==> src/rtl/mbist_pkg.sv <==
// Shared types and the March C- element table for the MBIST controller.
package mbist_pkg;

   typedef enum logic [2:0] {
      ElemM0,
      ElemM1,
      ElemM2,
      ElemM3,
      ElemM4,
      ElemM5
   } march_elem_e;

   typedef enum logic {
      OpRd,
      OpWr
   } op_e;

   typedef logic [1:0] fsm_e;
   localparam fsm_e StIdle  = 2'd0;
   localparam fsm_e StRun   = 2'd1;
   localparam fsm_e StDrain = 2'd2;
   localparam fsm_e StDone  = 2'd3;

   // Per-element attributes: address direction, one or two ops per address,
   // op kind of a single-op element, and the read/write background bits.
   typedef struct packed {
      logic down;
      logic two_ops;
      op_e  first_op;
      logic rd_bg;
      logic wr_bg;
   } elem_cfg_t;

   function automatic elem_cfg_t elem_cfg(input march_elem_e e);
      elem_cfg_t c;
      c = '{down: 1'b0, two_ops: 1'b0, first_op: OpRd, rd_bg: 1'b0, wr_bg: 1'b0};
      case (e)
         ElemM0: c = '{down: 1'b0, two_ops: 1'b0, first_op: OpWr, rd_bg: 1'b0, wr_bg: 1'b0};
         ElemM1: c = '{down: 1'b0, two_ops: 1'b1, first_op: OpRd, rd_bg: 1'b0, wr_bg: 1'b1};
         ElemM2: c = '{down: 1'b0, two_ops: 1'b1, first_op: OpRd, rd_bg: 1'b1, wr_bg: 1'b0};
         ElemM3: c = '{down: 1'b1, two_ops: 1'b1, first_op: OpRd, rd_bg: 1'b0, wr_bg: 1'b1};
         ElemM4: c = '{down: 1'b1, two_ops: 1'b1, first_op: OpRd, rd_bg: 1'b1, wr_bg: 1'b0};
         ElemM5: c = '{down: 1'b0, two_ops: 1'b0, first_op: OpRd, rd_bg: 1'b0, wr_bg: 1'b0};
         default: ;
      endcase
      return c;
   endfunction

endpackage

==> src/rtl/mbist_addr_gen.sv <==
// Linear up/down address counter for March elements.
module mbist_addr_gen #(
   parameter int unsigned AddrBits = 8
) (
   input  logic                clk_i,
   input  logic                rst_i,
   input  logic                load_i,       // start of element: load 0 or N-1
   input  logic                load_down_i,  // direction of the element being loaded
   input  logic                step_i,
   input  logic                down_i,       // direction of the current element
   output logic [AddrBits-1:0] addr_o,
   output logic                last_o
);

   logic [AddrBits-1:0] addr_q, addr_d;

   // Next address: load has priority over stepping.
   always_comb begin
      addr_d = addr_q;
      if (load_i) begin
         addr_d = load_down_i ? {AddrBits{1'b1}} : {AddrBits{1'b0}};
      end else if (step_i) begin
         addr_d = down_i ? addr_q - AddrBits'(1) : addr_q + AddrBits'(1);
      end
   end

   // Address register.
   always_ff @(posedge clk_i or posedge rst_i) begin
      if (rst_i) begin
         addr_q <= '0;
      end else begin
         addr_q <= addr_d;
      end
   end

   assign addr_o = addr_q;
   assign last_o = down_i ? (addr_q == {AddrBits{1'b0}}) : (addr_q == {AddrBits{1'b1}});

endmodule

==> src/rtl/mbist_march_ctrl.sv <==
// March C- MBIST controller: sequences ops, compares reads, logs failures.
module mbist_march_ctrl
   import mbist_pkg::*;
#(
   parameter int unsigned ROW_ADDR_BITS = 4,
   parameter int unsigned COL_ADDR_BITS = 4,
   parameter int unsigned DATA_WIDTH    = 8,
   parameter int unsigned FAIL_CNT_BITS = 8
) (
   input  logic                     clk,
   input  logic                     rst,
   input  logic                     start,
   output logic                     wr_en,
   output logic                     rd_en,
   output logic [ROW_ADDR_BITS-1:0] row_addr,
   output logic [COL_ADDR_BITS-1:0] col_addr,
   output logic [DATA_WIDTH-1:0]    data_out,
   input  logic [DATA_WIDTH-1:0]    data_in,
   output logic                     busy,
   output logic                     done,
   output logic                     fail,
   output logic                     fail_valid,
   output logic [ROW_ADDR_BITS-1:0] fail_row,
   output logic [COL_ADDR_BITS-1:0] fail_col,
   output logic [DATA_WIDTH-1:0]    fail_syndrome,
   output logic [FAIL_CNT_BITS-1:0] fail_count
);

   localparam int unsigned AddrBits = ROW_ADDR_BITS + COL_ADDR_BITS;

   fsm_e        state_q, state_d;
   march_elem_e elem_q, elem_d;
   logic        phase_q, phase_d;  // 0: read (or sole op), 1: write of a two-op element
   elem_cfg_t   cfg, next_cfg;
   op_e         cur_op;

   logic [AddrBits-1:0] addr;
   logic                addr_last;
   logic                ag_load, ag_load_down, ag_step;
   logic                clear_log;
   logic                run, elem_op_last;

   logic                  exp_valid_q, exp_valid_d;
   logic [DATA_WIDTH-1:0] exp_data_q, exp_data_d;
   logic [AddrBits-1:0]   exp_addr_q, exp_addr_d;

   logic                     fail_q, fail_d;
   logic [FAIL_CNT_BITS-1:0] fail_count_q, fail_count_d;
   logic [AddrBits-1:0]      ff_addr_q, ff_addr_d;
   logic [DATA_WIDTH-1:0]    ff_syn_q, ff_syn_d;

   logic                  mismatch;
   logic [DATA_WIDTH-1:0] syndrome;

   assign cfg          = elem_cfg(elem_q);
   assign next_cfg     = elem_cfg(march_elem_e'(elem_q + 3'd1));
   assign cur_op       = cfg.two_ops ? (phase_q ? OpWr : OpRd) : cfg.first_op;
   assign run          = (state_q == StRun);
   assign elem_op_last = !cfg.two_ops || phase_q;

   mbist_addr_gen #(
      .AddrBits (AddrBits)
   ) u_addr_gen (
      .clk_i       (clk),
      .rst_i       (rst),
      .load_i      (ag_load),
      .load_down_i (ag_load_down),
      .step_i      (ag_step),
      .down_i      (cfg.down),
      .addr_o      (addr),
      .last_o      (addr_last)
   );

   // Sequencer: element/phase/address advance and top-level state transitions.
   always_comb begin
      state_d      = state_q;
      elem_d       = elem_q;
      phase_d      = phase_q;
      ag_load      = 1'b0;
      ag_load_down = 1'b0;
      ag_step      = 1'b0;
      clear_log    = 1'b0;
      case (state_q)
         StIdle, StDone: begin
            if (start) begin
               state_d   = StRun;
               elem_d    = ElemM0;
               phase_d   = 1'b0;
               ag_load   = 1'b1;
               clear_log = 1'b1;
            end
         end
         StRun: begin
            if (!elem_op_last) begin
               phase_d = 1'b1;
            end else begin
               phase_d = 1'b0;
               if (!addr_last) begin
                  ag_step = 1'b1;
               end else if (elem_q == ElemM5) begin
                  state_d = StDrain;
               end else begin
                  elem_d       = march_elem_e'(elem_q + 3'd1);
                  ag_load      = 1'b1;
                  ag_load_down = next_cfg.down;
               end
            end
         end
         StDrain: state_d = StDone;
         default: state_d = StIdle;
      endcase
   end

   // Sequencer state registers.
   always_ff @(posedge clk or posedge rst) begin
      if (rst) begin
         state_q <= StIdle;
         elem_q  <= ElemM0;
         phase_q <= 1'b0;
      end else begin
         state_q <= state_d;
         elem_q  <= elem_d;
         phase_q <= phase_d;
      end
   end

   // Memory-side strobes; address and data are forced to 0 when idle.
   always_comb begin
      wr_en                = run && (cur_op == OpWr);
      rd_en                = run && (cur_op == OpRd);
      {row_addr, col_addr} = run ? addr : '0;
      data_out             = (wr_en && cfg.wr_bg) ? {DATA_WIDTH{1'b1}} : {DATA_WIDTH{1'b0}};
      busy                 = (state_q == StRun) || (state_q == StDrain);
      done                 = (state_q == StDone);
   end

   // Capture expected data and address alongside each read for next-cycle compare.
   always_comb begin
      exp_valid_d = rd_en;
      exp_data_d  = {DATA_WIDTH{cfg.rd_bg}};
      exp_addr_d  = addr;
   end

   // Compare pipeline registers.
   always_ff @(posedge clk or posedge rst) begin
      if (rst) begin
         exp_valid_q <= 1'b0;
         exp_data_q  <= '0;
         exp_addr_q  <= '0;
      end else begin
         exp_valid_q <= exp_valid_d;
         exp_data_q  <= exp_data_d;
         exp_addr_q  <= exp_addr_d;
      end
   end

   assign syndrome = data_in ^ exp_data_q;
   assign mismatch = exp_valid_q && (syndrome != '0);

   // Failure log: sticky flag, saturating count, first-fail record.
   always_comb begin
      fail_d       = fail_q;
      fail_count_d = fail_count_q;
      ff_addr_d    = ff_addr_q;
      ff_syn_d     = ff_syn_q;
      if (clear_log) begin
         fail_d       = 1'b0;
         fail_count_d = '0;
         ff_addr_d    = '0;
         ff_syn_d     = '0;
      end else if (mismatch) begin
         fail_d = 1'b1;
         if (fail_count_q != {FAIL_CNT_BITS{1'b1}}) begin
            fail_count_d = fail_count_q + FAIL_CNT_BITS'(1);
         end
         if (!fail_q) begin
            ff_addr_d = exp_addr_q;
            ff_syn_d  = syndrome;
         end
      end
   end

   // Failure log registers.
   always_ff @(posedge clk or posedge rst) begin
      if (rst) begin
         fail_q       <= 1'b0;
         fail_count_q <= '0;
         ff_addr_q    <= '0;
         ff_syn_q     <= '0;
      end else begin
         fail_q       <= fail_d;
         fail_count_q <= fail_count_d;
         ff_addr_q    <= ff_addr_d;
         ff_syn_q     <= ff_syn_d;
      end
   end

   // Live failure on a fail_valid cycle, otherwise the first-fail record.
   always_comb begin
      fail_valid           = mismatch;
      fail                 = fail_q;
      fail_count           = fail_count_q;
      {fail_row, fail_col} = mismatch ? exp_addr_q : ff_addr_q;
      fail_syndrome        = mismatch ? syndrome : ff_syn_q;
   end

endmodule

==> config.mk <==
export PLATFORM = sky130hd
export DESIGN_NAME = mbist_march_ctrl
export DESIGN_NICKNAME = d
export VERILOG_FILES = /design/src/rtl/mbist_pkg.sv /design/src/rtl/mbist_addr_gen.sv /design/src/rtl/mbist_march_ctrl.sv
export SDC_FILE = /design/constraint.sdc
export NUM_CORES = 1
export LEC_CHECK = 0
export ABC_AREA = 1
export BUFFER_PORTS_ARGS = -buffer_cell sky130_fd_sc_hd__buf_2
export CAP_MARGIN = 40
export CELL_PAD_IN_SITES_DETAIL_PLACEMENT = 1
export CELL_PAD_IN_SITES_GLOBAL_PLACEMENT = 1
export CORE_MARGIN = 2
export CORE_UTILIZATION = 43
export DETAILED_ROUTE_END_ITERATION = 6
export HOLD_SLACK_MARGIN = 0.02
export PLACE_DENSITY_LB_ADDON = 0.1
export SLEW_MARGIN = 20
export SYNTH_ARGS = -nofsm -noshare
export SYNTH_HDL_FRONTEND = slang
export SYNTH_HIERARCHICAL = 1
export SYNTH_SLANG_ARGS = --single-unit
==> constraint.sdc <==
create_clock -name clk -period 5.65 [get_ports clk]
set_input_delay 0.8475 -clock clk [delete_from_list [all_inputs] [get_ports clk]]
set_output_delay 0.8475 -clock clk [all_outputs]
set_load 0.02 [all_outputs]
==> flow_summary.ini, run 1 <==
[status]
status = finished, final reports clean

[power]
p_int_uw = 959.0
power_density_nw_per_um2 = 550.0
comb_power_share = 0.558
p_seq_frac = 0.314
vdd_ir_drop_max_mv = 0.2154
power_frac_clock = 0.128
netSwitchingPower_uw = 1013
swShare = 0.5137
leakage_uw = 0.002100

[layout]
fillers = 989
nets = 526
layout.cell_area.non_filler_um2 = 3586
n_antenna_cell = 0
syn2layout_area_growth_pct = 12.22
drive_above_1_share = 0.1703

[route]
wl_met1_um = 3921
top_layer = met4
route.met3.wl_um = 219
drtIter0Drc = 136
first_pass_iters = 4
vias_per_cell = 4.915
vias = 2939
met2_wirelength_um = 4186
wl_um = 8416
routedWlPerCell_um = 14.07
post-route-drc-count = 0
ant_nets = 0

[placement]
port_buffers = 56
dp_slack_ns = 2.327
gp_congestion = 0.8496
post_dp_cell_area_um2 = 3482
dp_hpwl_um = 6139

[yosys]
synth_seq_area_share = 0.3837
syn-mean-instance-area_um2 = 7.039
synth-edff-count = 0
synth_fp_nets = 481
yosysMostFrequentCell = nand2_1
synth_warnings = 6
synthArstFlopShare = 1.000
synth_top_area_cell = dfrtp_1
ys_top_cells_by_area = dfrtp_1 (38%), nand2_1 (17%), inv_1 (6.9%)
ys_ff_latch = 49
synth_cell_types = 37
yosysTopAreaCellShare = 0.3837
synth_common_cells = nand2_1 (146), inv_1 (59), dfrtp_1 (49)
postSynthCellCount = 454
synthFlopType = dfrtp_1
synthesis.area_um2 = 3196

[sta]
maxSlewHeadroom = 0.4860
setup_viol_count_final = 0
layout_setup_ws_ns = 2.348
hold_viol = 0
skew_ns = 0.004976
hold_ws_ns = 0.4823
final.setup.tns_ns = 0
slew_viol_final = 0
rsz0062_at_grt = false
worst_pin_slew_ns = 0.7663
max_freq_mhz = 302.8
final.min_clock_period_ns = 3.302
period_share = 0.5845

[cts]
path_clk_slew_ns = 0.10
cts_tree = done
ctsRootBufferMaster = clkbuf_8
clock_latency_ns = 0.30
cts_buffers = 5
cts_resized = 0
clock_path_buffers = 2
htreeDepth = 2
cts.sinks = 49
postCtsSetupRepairBufs = 0
cts_hold_buf = 0

[critical_path]
r2r_cells = 15
critPathLaunchType = primary input
criticalPathCategory = primary input to output pin
crit_path_max_fanout = 34
cp.arrival_ns = 2.45
cp-end-kind = output pin
r2r_start = elem_q[0]$_DFFE_PP0P_
reg2reg_to = u_addr_gen/addr_o[6]$_DFFE_PP0P_
r2r_slack_ns = 2.54
cp.required_ns = 4.80

[min_path]
hold_path.class = register to register
hold_depth = 0
holdPathEnd = exp_addr_q[7]$_DFF_PP0_
min_from = u_addr_gen/addr_o[7]$_DFFE_PP0P_

[grt]
antenna_found_initial = 0
grt_pass1_vias = 2992
grt_usage = 0.2115
grt_max_degree = 42
grt_pass1_wl_um = 14260
grt_overflow = 0

[die]
floorplan.initialDensity = 0.4429
core_area_um2 = 7214
die-area_um2 = 8137
die_x_um = 90.21
rows = 31
top_level_ports = 57
die_y_um = 90.21

[run]
drv_cap = 0
## flip-flops by register name, indices dropped and copies added (netlist names)
name and cells:
elem_q 3, exp_addr_q 8, exp_data_q 1, exp_valid_q 1, fail 1, fail_count 8
ff_addr_q 8, ff_syn_q 8, phase_q 1, state_q 2, u_addr_gen/addr_o 8
## worst max-delay path by stage
stage | slack (ns) | endpoint | start
2_1_floorplan | 2.77 | data_out[1] | elem_q[0]$_DFFE_PP0P_
3_3_place_gp | 2.40 | fail_col[0] | data_in[6]
3_5_place_dp | 2.33 | fail_row[0] | data_in[6]
4_1_cts | 2.31 | fail_row[0] | exp_data_q[0]$_DFF_PP0_
5_1_grt | 2.08 | fail_row[0] | exp_data_q[0]$_DFF_PP0_
6_report | 2.35 | fail_row[0] | data_in[6]
## layout by cell type (no fill, tap or decap), drive strengths merged
| master | synthesis | final |
|---|---|---|
| or2 | 3 | 3 |
| inv | 64 | 64 |
| nor3 | 4 | 4 |
| clkbuf | 6 | 5 |
| mux2i | 1 | 1 |
| nand2 | 154 | 154 |
| ha | 15 | 15 |
| dfrtp | 49 | 49 |
| nand4 | 3 | 3 |
| xnor2 | 2 | 2 |
| o211ai | 1 | 1 |
| xor2 | 3 | 3 |
| o21ai | 26 | 26 |
| buf | 13 | 57 |
| nor2 | 42 | 42 |
| a21oi | 16 | 16 |
| fa | 1 | 1 |
| a31oi | 2 | 2 |
| clkinv | 1 | 2 |
| nor4 | 1 | 1 |
| o31ai | 1 | 1 |
| nand3b | 1 | 1 |
| o41ai | 1 | 1 |
| bufinv | 0 | 1 |
| o21a | 1 | 1 |
| nand3 | 42 | 42 |
| a21boi | 1 | 1 |
## logic make-up (layout without fill, tap and decap cells)
kind of cell / count (synthesis) / after routing / share of synthesized area
flops: 49 / 49 / 0.3837
compound gates: 49 / 49 / 0.08184
fa+ha+maj: 16 / 16 / 0.06500
buf+inv: 84 / 129 / 0.1171
simple gates: 250 / 250 / 0.3356
xor+xnor: 5 / 5 / 0.01371
mux: 1 / 1 / 0.003132
## critical path, stage by stage
cell     delay (ns)
buf_2          0.11
inv_1          0.05
nand2_1        0.05
nand2_1        0.11
nand2_1        0.07
nor2_1         0.21
nand2_2        0.14
nand2_2        0.43
nand2_1        0.09
o21ai_0        0.13
buf_2          0.22
## metrics by stage
stage | std cells | power, uW | utilization
2_1_floorplan | 454 | 1429 | -
6_report | 598 | 1972 | 0.4971
5_1_grt | 598 | 2145 | 0.4971
3_3_place_gp | 591 | 1693 | 0.4827
4_1_cts | 598 | 1989 | 0.4971
3_5_place_dp | 591 | 1732 | 0.4827
## final cells by class
cell class | count | area (um2) | area share
Clock buffer | 5 | 68.82 | 0.01919
Clock inverter | 2 | 35.03 | 0.009770
Inverter | 65 | 249.0 | 0.06943
Multi-Input combinational cell | 321 | 1595 | 0.4449
Sequential cell | 49 | 1226 | 0.3419
Tap cell | 99 | 123.9 | 0.03454
Timing Repair Buffer | 57 | 287.8 | 0.08025
## metal layers
layer / track usage / up-vias
met5: 0 / -
met2: 0.3759 / 40
met3: 0.03269 / 7
li1: - / 1497
met4: 0.05128 / 0
met1: 0.2699 / 1395
## power by group through the flow
stage               combinational [uW]  sequential, uW  clock, uW
finish                            1100             619        252
global route                      1240             639        269
CTS                               1110             619        257
detailed placement                1110             625          0
global placement                  1070             620          0
floorplan                          837             592          0
No activity file was read; power rests on OpenSTA's default activity.
==> run 2, diff against run 1 <==
--- a/config.mk
+++ b/config.mk
@@ -5,13 +5,13 @@
 export SDC_FILE = /design/constraint.sdc
 export NUM_CORES = 1
 export LEC_CHECK = 0
-export ABC_AREA = 1
+export ABC_AREA = 0
 export BUFFER_PORTS_ARGS = -buffer_cell sky130_fd_sc_hd__buf_2
 export CAP_MARGIN = 40
 export CELL_PAD_IN_SITES_DETAIL_PLACEMENT = 1
 export CELL_PAD_IN_SITES_GLOBAL_PLACEMENT = 1
 export CORE_MARGIN = 2
-export CORE_UTILIZATION = 43
+export CORE_UTILIZATION = 38
 export DETAILED_ROUTE_END_ITERATION = 6
 export HOLD_SLACK_MARGIN = 0.02
 export PLACE_DENSITY_LB_ADDON = 0.1
==> constraint.sdc (replaced) <==
create_clock -name clk -period 2.86 [get_ports clk]
set_input_delay 0.429 -clock clk [delete_from_list [all_inputs] [get_ports clk]]
set_output_delay 0.429 -clock clk [all_outputs]
set_load 0.02 [all_outputs]
==> run 2 against run 1 <==
Effect of this change: combinational power up 95%; die area rose by 9.3%; power grew 92%; count of clock-buffer cells in the layout is 1 higher; sequential power increased by 94%; highest routed layer unchanged; final area increased by 3.7%; critical path type is now register to register; routed wire length fell by 1.7%; hold slack got worse by 0.42 ns; synthesized cell count fell by 22%; cell count decreased by 13%; worst setup slack got worse by 2.2 ns; register-to-register slack worse by 2.4 ns.
==> flow_summary.ini, run 2 <==
[route]
vias_per_cell = 5.331
routedWlPerCell_um = 15.94
top_layer = met4
met2_wirelength_um = 4167
vias = 2767
wl_met1_um = 3849
drtIter0Drc = 86
route.met3.wl_um = 199
post-route-drc-count = 0
first_pass_iters = 4
ant_nets = 0
wl_um = 8274

[yosys]
synth_top_area_cell = dfrtp_1
ys_top_cells_by_area = dfrtp_1 (40%), nand2_1 (6.5%), ha_1 (6.1%)
synthMuxAreaShare = 0.02060
postSynthCellCount = 354
synth-edff-count = 0
yosysMostFrequentCell = nand2_1
synthSimpleGateAreaFrac = 0.2149
yosys.area_share.xor_xnor = 0.02544
synth_compound_area_frac = 0.2088
syn-mean-instance-area_um2 = 8.751
synth_top_family_by_area = simple AND/OR/NAND/NOR gates
ys_ff_latch = 49
yosys.area_share.adder = 0.06704
synth_cell_types = 49
synth_seq_area_share = 0.3958
synth_fp_nets = 381
synth_common_cells = nand2_1 (54), dfrtp_1 (49), o21ai_0 (30)
yosysTopAreaCellShare = 0.3958
synthFlopType = dfrtp_1
synth_warnings = 6
synthesis.area_um2 = 3098
synthArstFlopShare = 1.000

[die]
rows = 32
die_y_um = 94.29
die_x_um = 94.29
top_level_ports = 57
floorplan.initialDensity = 0.3968
core_area_um2 = 7807
die-area_um2 = 8891

[sta]
final.setup.tns_ns = 0
layout_setup_ws_ns = 0.1076
max_freq_mhz = 363.3
hold_viol = 0
setup_viol_count_final = 0
slew_viol_final = 0
worst_pin_slew_ns = 0.5476
maxSlewHeadroom = 0.6349
skew_ns = 0.01086
period_share = 0.9624
final.min_clock_period_ns = 2.752

[critical_path]
setup.worst_path.end = u_addr_gen/addr_o[7]$_DFFE_PP0P_
criticalPathCategory = register to register
cp.arrival_ns = 2.98
critPathLaunchType = register
r2r_start = elem_q[0]$_DFFE_PP0P_
path_cells = buf_4 > ha_1 > inv_1 > o21ai_2 > buf_6 > ha_1 > a211oi_2 > o211ai_1 > and3_1 > or4_1 > a31oi_1
r2r_slack_ns = 0.11
cp.required_ns = 3.09
cp-end-kind = register
r2r_cells = 11
critPathSlowestCell = or4_1
cp-startpoint = elem_q[0]$_DFFE_PP0P_
reg2reg_to = u_addr_gen/addr_o[7]$_DFFE_PP0P_
crit_path_max_fanout = 9
cpMostUsedCell = ha_1
max_stage_delay_ns = 0.41

[cts]
clock_path_buffers = 2
clock_latency_ns = 0.31
cts.sinks = 49
ctsRootBufferMaster = clkbuf_8
cts_buffers = 5
htreeDepth = 2
cts_tree = done
path_clk_slew_ns = 0.09

[grt]
antenna_found_initial = 0
grt_pass1_wl_um = 13740
grt_usage = 0.1940
grt_pass1_vias = 2761
grt_overflow = 0
grt_max_degree = 42

[layout]
n_antenna_cell = 0
mostFrequentLayoutCell = buf_2
nets = 443
stdcell_count = 519
mostFrequentLayoutCells = buf_2 (56), nand2_1 (54), dfrtp_1 (47), o21ai_0 (27), a21oi_1 (27)
syn2layout_area_growth_pct = 20.07
fillers = 947
drive_above_1_share = 0.2782

[placement]
gp_congestion = 0.8154
dp.cells = 506
port_buffers = 56
dp_hpwl_um = 6013
dp_slack_ns = 0.04600

[power]
power_density_nw_per_um2 = 1018
vdd_ir_drop_max_mv = 0.3505
leakage_uw = 0.001739

[min_path]
hold_path.class = primary input to asynchronous set/reset pin

[run]
drv_cap = 0

[status]
status = finished, final reports clean
==> run 2: stage by stage <==
step	util	hold slack [ns]	total power, uW	instance area, um2
finish	0.4764	0.06480	3787	3720
global route	0.4764	0.09233	4119	3720
CTS	0.4617	0.06842	3748	3605
detailed placement	0.4482	0.4038	3274	3500
global placement	0.4482	0.4012	3211	3500
floorplan	-	0.2447	2605	3102
==> run 2: how the worst min path moves through the flow <==
stage	from	to	slack [ns]	cells after the start
floorplan	rst	u_addr_gen/addr_o[0]$_DFFE_PP0P_	0.24	1
global placement	rst	u_addr_gen/addr_o[2]$_DFFE_PP0P_	0.40	2
detailed placement	rst	u_addr_gen/addr_o[2]$_DFFE_PP0P_	0.40	2
CTS	rst	u_addr_gen/addr_o[2]$_DFFE_PP0P_	0.07	2
global route	rst	u_addr_gen/addr_o[0]$_DFFE_PP0P_	0.09	2
finish	rst	u_addr_gen/addr_o[2]$_DFFE_PP0P_	0.06	2
==> run 2: what timing repair did <==
action / 4_1_cts / 5_1_grt
hold buffers: 0 / 0
cloned: 1 / 0
setup endpoints to repair: 5 / 29
setup buffers: 0 / 4
pin swaps: 1 / 2
gates resized for setup: 0 / 20
==> run 2: layout make-up <==
cell class,count,area [um2],share of cell area
Clock inverter,2,13.76,0.003700
Inverter,19,71.32,0.01917
Sequential cell,49,1229,0.3303
Tap cell,102,127.6,0.03431
Multi-Input combinational cell,264,1742,0.4682
Clock buffer,6,82.58,0.02220
Timing Repair Buffer,77,454.2,0.1221
==> run 2: routing by layer <==
layer / track usage / vias to the layer above
li1: - / 1369
met1: 0.2600 / 1364
met2: 0.3351 / 28
met3: 0.02970 / 6
met4: 0.03382 / 0
met5: 0 / -
==> run 2: cell families after synthesis <==
| family | after synthesis |
|---|---|
| simple gates | 136 |
| compound gates | 96 |
| flops | 49 |
| buf+inv | 42 |
| fa+ha+maj | 16 |
| xor+xnor | 9 |
| mux | 6 |
==> run 2: critical path: cells and delay by family (launching register included) <==
kind                     cells  cell delay (ns)
buffers and inverters        3             0.38
AO/OA/AOI/OAI                4             0.82
AND/OR/NAND/NOR              2             0.62
flip-flops                   1             0.37
adder cells (fa/ha/maj)      2             0.49
==> run 2: power by group <==
part           switching (uW)  internal [uW]  leakage, uW  total [uW]
clock network             250            197    0.0000512         447
registers                 250            950     0.000622        1200
logic                    1310            829      0.00107        2140
total                    1810           1980      0.00174        3790
==> run 3, diff against run 2 <==
--- a/config.mk
+++ b/config.mk
@@ -6,7 +6,7 @@
 export NUM_CORES = 1
 export LEC_CHECK = 0
 export ABC_AREA = 0
-export BUFFER_PORTS_ARGS = -buffer_cell sky130_fd_sc_hd__buf_2
+export BUFFER_PORTS_ARGS = -buffer_cell sky130_fd_sc_hd__clkbuf_2
 export CAP_MARGIN = 40
 export CELL_PAD_IN_SITES_DETAIL_PLACEMENT = 1
 export CELL_PAD_IN_SITES_GLOBAL_PLACEMENT = 1
==> run 3 against run 2 <==
Effect of this change: clock power decreased by 8.7%; via count increased by 0.65%; clock skew increased by 0.0018 ns; sequential power about the same; core utilization decreased by 0.43 points; maximum frequency increased by 2.1%; final area decreased by 0.91%; critical path depth decreased by 4; global-route usage decreased by 0.24 points; critical endpoint is now fail_row[0]; largest cell class unchanged; largest power group unchanged.
==> flow_summary.ini, run 3 (synthesis gave the netlist of run 2 again) <==
[layout]
nets = 442
mostFrequentLayoutCells = clkbuf_2 (56), nand2_1 (54), dfrtp_1 (47), o21ai_0 (27), a21oi_1 (27)
multi_input_area_um2 = 1737
post-route-util = 0.4721
register_area_um2 = 1229
drive_above_1_share = 0.2644
syn2layout_area_growth_pct = 18.98
n_antenna_cell = 0
mostFrequentLayoutCell = clkbuf_2
fillers = 976

[placement]
port_buffers = 56
gp_congestion = 0.7591
dp_hpwl_um = 6036

[route]
drtIter0Drc = 58
post-route-drc-count = 0
routedWlPerCell_um = 15.83
vias_per_cell = 5.376
first_pass_iters = 4
vias = 2785
wl_um = 8201
ant_nets = 0

[sta]
rsz0062_at_grt = false
skew_ns = 0.01263
maxSlewHeadroom = 0.4525
period_share = 0.9430
setup_viol_count_final = 0
slew_viol_final = 0
final.setup.tns_ns = 0
max_freq_mhz = 370.8
worst_pin_slew_ns = 0.8187
final.min_clock_period_ns = 2.697
hold_viol = 0

[die]
top_level_ports = 57
floorplan.initialDensity = 0.3968
die-area_um2 = 8891
die_x_um = 94.29
core_area_um2 = 7807
rows = 32
die_y_um = 94.29

[cts]
clock_path_buffers = 2
clock_latency_ns = 0.30
ctsRootBufferMaster = clkbuf_8
cts_buffers = 5
cts.sinks = 49
cts_tree = done
path_clk_slew_ns = 0.09
htreeDepth = 2
cts_hold_buf = 0

[power]
power_frac_clock = 0.110
leakage_uw = 0.001697
swShare = 0.4824
comb_power_share = 0.573
vdd_ir_drop_max_mv = 0.3087
power_density_nw_per_um2 = 1009
p_int_uw = 1925
p_seq_frac = 0.318
netSwitchingPower_uw = 1794

[grt]
antenna_found_initial = 0
grt_overflow = 0
top_usage_layer = met2
gr-usage-met1 = 0.2431
grt_pass1_wl_um = 13540
grtUsageMet2 = 0.3464
grt_max_degree = 42
grt_usage = 0.1915
grtUsageMet3 = 0.02809
grt_pass1_vias = 2752

[critical_path]
cp-end-kind = output pin
criticalPathCategory = register to output pin
cp.arrival_ns = 2.27
cpMostUsedCell = nand2_1
crit_buf_inv = 2
critPathLaunchType = register
path_cells = or4_1 > mux2i_4 > a21o_4 > buf_6 > nand2_1 > nand2_1 > clkbuf_2
cp-startpoint = exp_data_q[0]$_DFF_PP0_
max_stage_delay_ns = 0.60
cp.required_ns = 2.43
crit_path_max_fanout = 14
critPathSlowestCell = or4_1
r2r_start = elem_q[1]$_DFFE_PP0P_
cp_top_family = simple AND/OR/NAND/NOR gates

[min_path]
hold_path.class = primary input to asynchronous set/reset pin

[status]
status = finished, final reports clean

[run]
drv_cap = 0
[run 3: worst paths after layout]
path,slack (ns),depth (start not counted),endpoint
max in group asynchronous,2.19,3,exp_data_q[0]$_DFF_PP0_
hold / removal,0.05,2,u_addr_gen/addr_o[2]$_DFFE_PP0P_
min in group clk,0.42,2,elem_q[2]$_DFFE_PP0P_
setup reg to reg,0.20,11,u_addr_gen/addr_o[7]$_DFFE_PP0P_
setup / recovery,0.16,7,fail_row[0]
hold reg to reg,0.49,0,exp_addr_q[1]$_DFF_PP0_
[run 3: worst reg2reg max path, cell delays in order, from the launching register on]
cell and delay, ns:
dfrtp_2 0.44, inv_1 0.09, ha_1 0.21, nand2_1 0.09
o21ai_2 0.12, buf_6 0.17, ha_1 0.26, a211oi_2 0.28
o211ai_1 0.16, and3_1 0.20, or4_1 0.41, a31oi_1 0.17
[run 3: power groups by stage]
stage	logic [uW]	registers, uW	clock network [uW]
4_1_cts	2110	1180	431
6_report	2130	1180	408
2_1_floorplan	1460	1140	0
5_1_grt	2360	1230	463
3_3_place_gp	2030	1180	0
3_5_place_dp	2090	1200	0
[run 3: final cells by class]
class	count	share of cell area
multi-input cells	264	0.4711
flip-flops and latches	49	0.3333
well taps	102	0.03462
clock buffers	7	0.02071
clock inverters	1	0.002037
repair buffers	76	0.1188
inverters	19	0.01935
[run 3: metal layers]
metal	vias up	routed length, um	share of wire
met4	0	23	0.0028
met5	-	0	0
met1	1379	3647	0.44
li1	1368	-	-
met2	36	4323	0.53
met3	2	206	0.025
[run 3: what timing repair did]
action	4_1_cts	5_1_grt
gates cloned	1	0
setup buffers	0	5
pin swaps	1	2
endpoints found under the setup margin	8	24
resized for setup	3	15
[run 3: through the flow]
step | hold WS [ns] | cell area (um2) | cells | setup slack [ns] | total power, uW
4_1_cts | 0.05234 | 3606 | 513 | 0.01839 | 3722
2_1_floorplan | 0.2447 | 3102 | 354 | 0.0002138 | 2605
3_3_place_gp | 0.3866 | 3485 | 504 | 0.1598 | 3212
6_report | 0.05476 | 3686 | 518 | 0.1632 | 3719
5_1_grt | 0.08225 | 3686 | 518 | 0.002933 | 4050
3_5_place_dp | 0.3888 | 3492 | 504 | 0.05492 | 3283
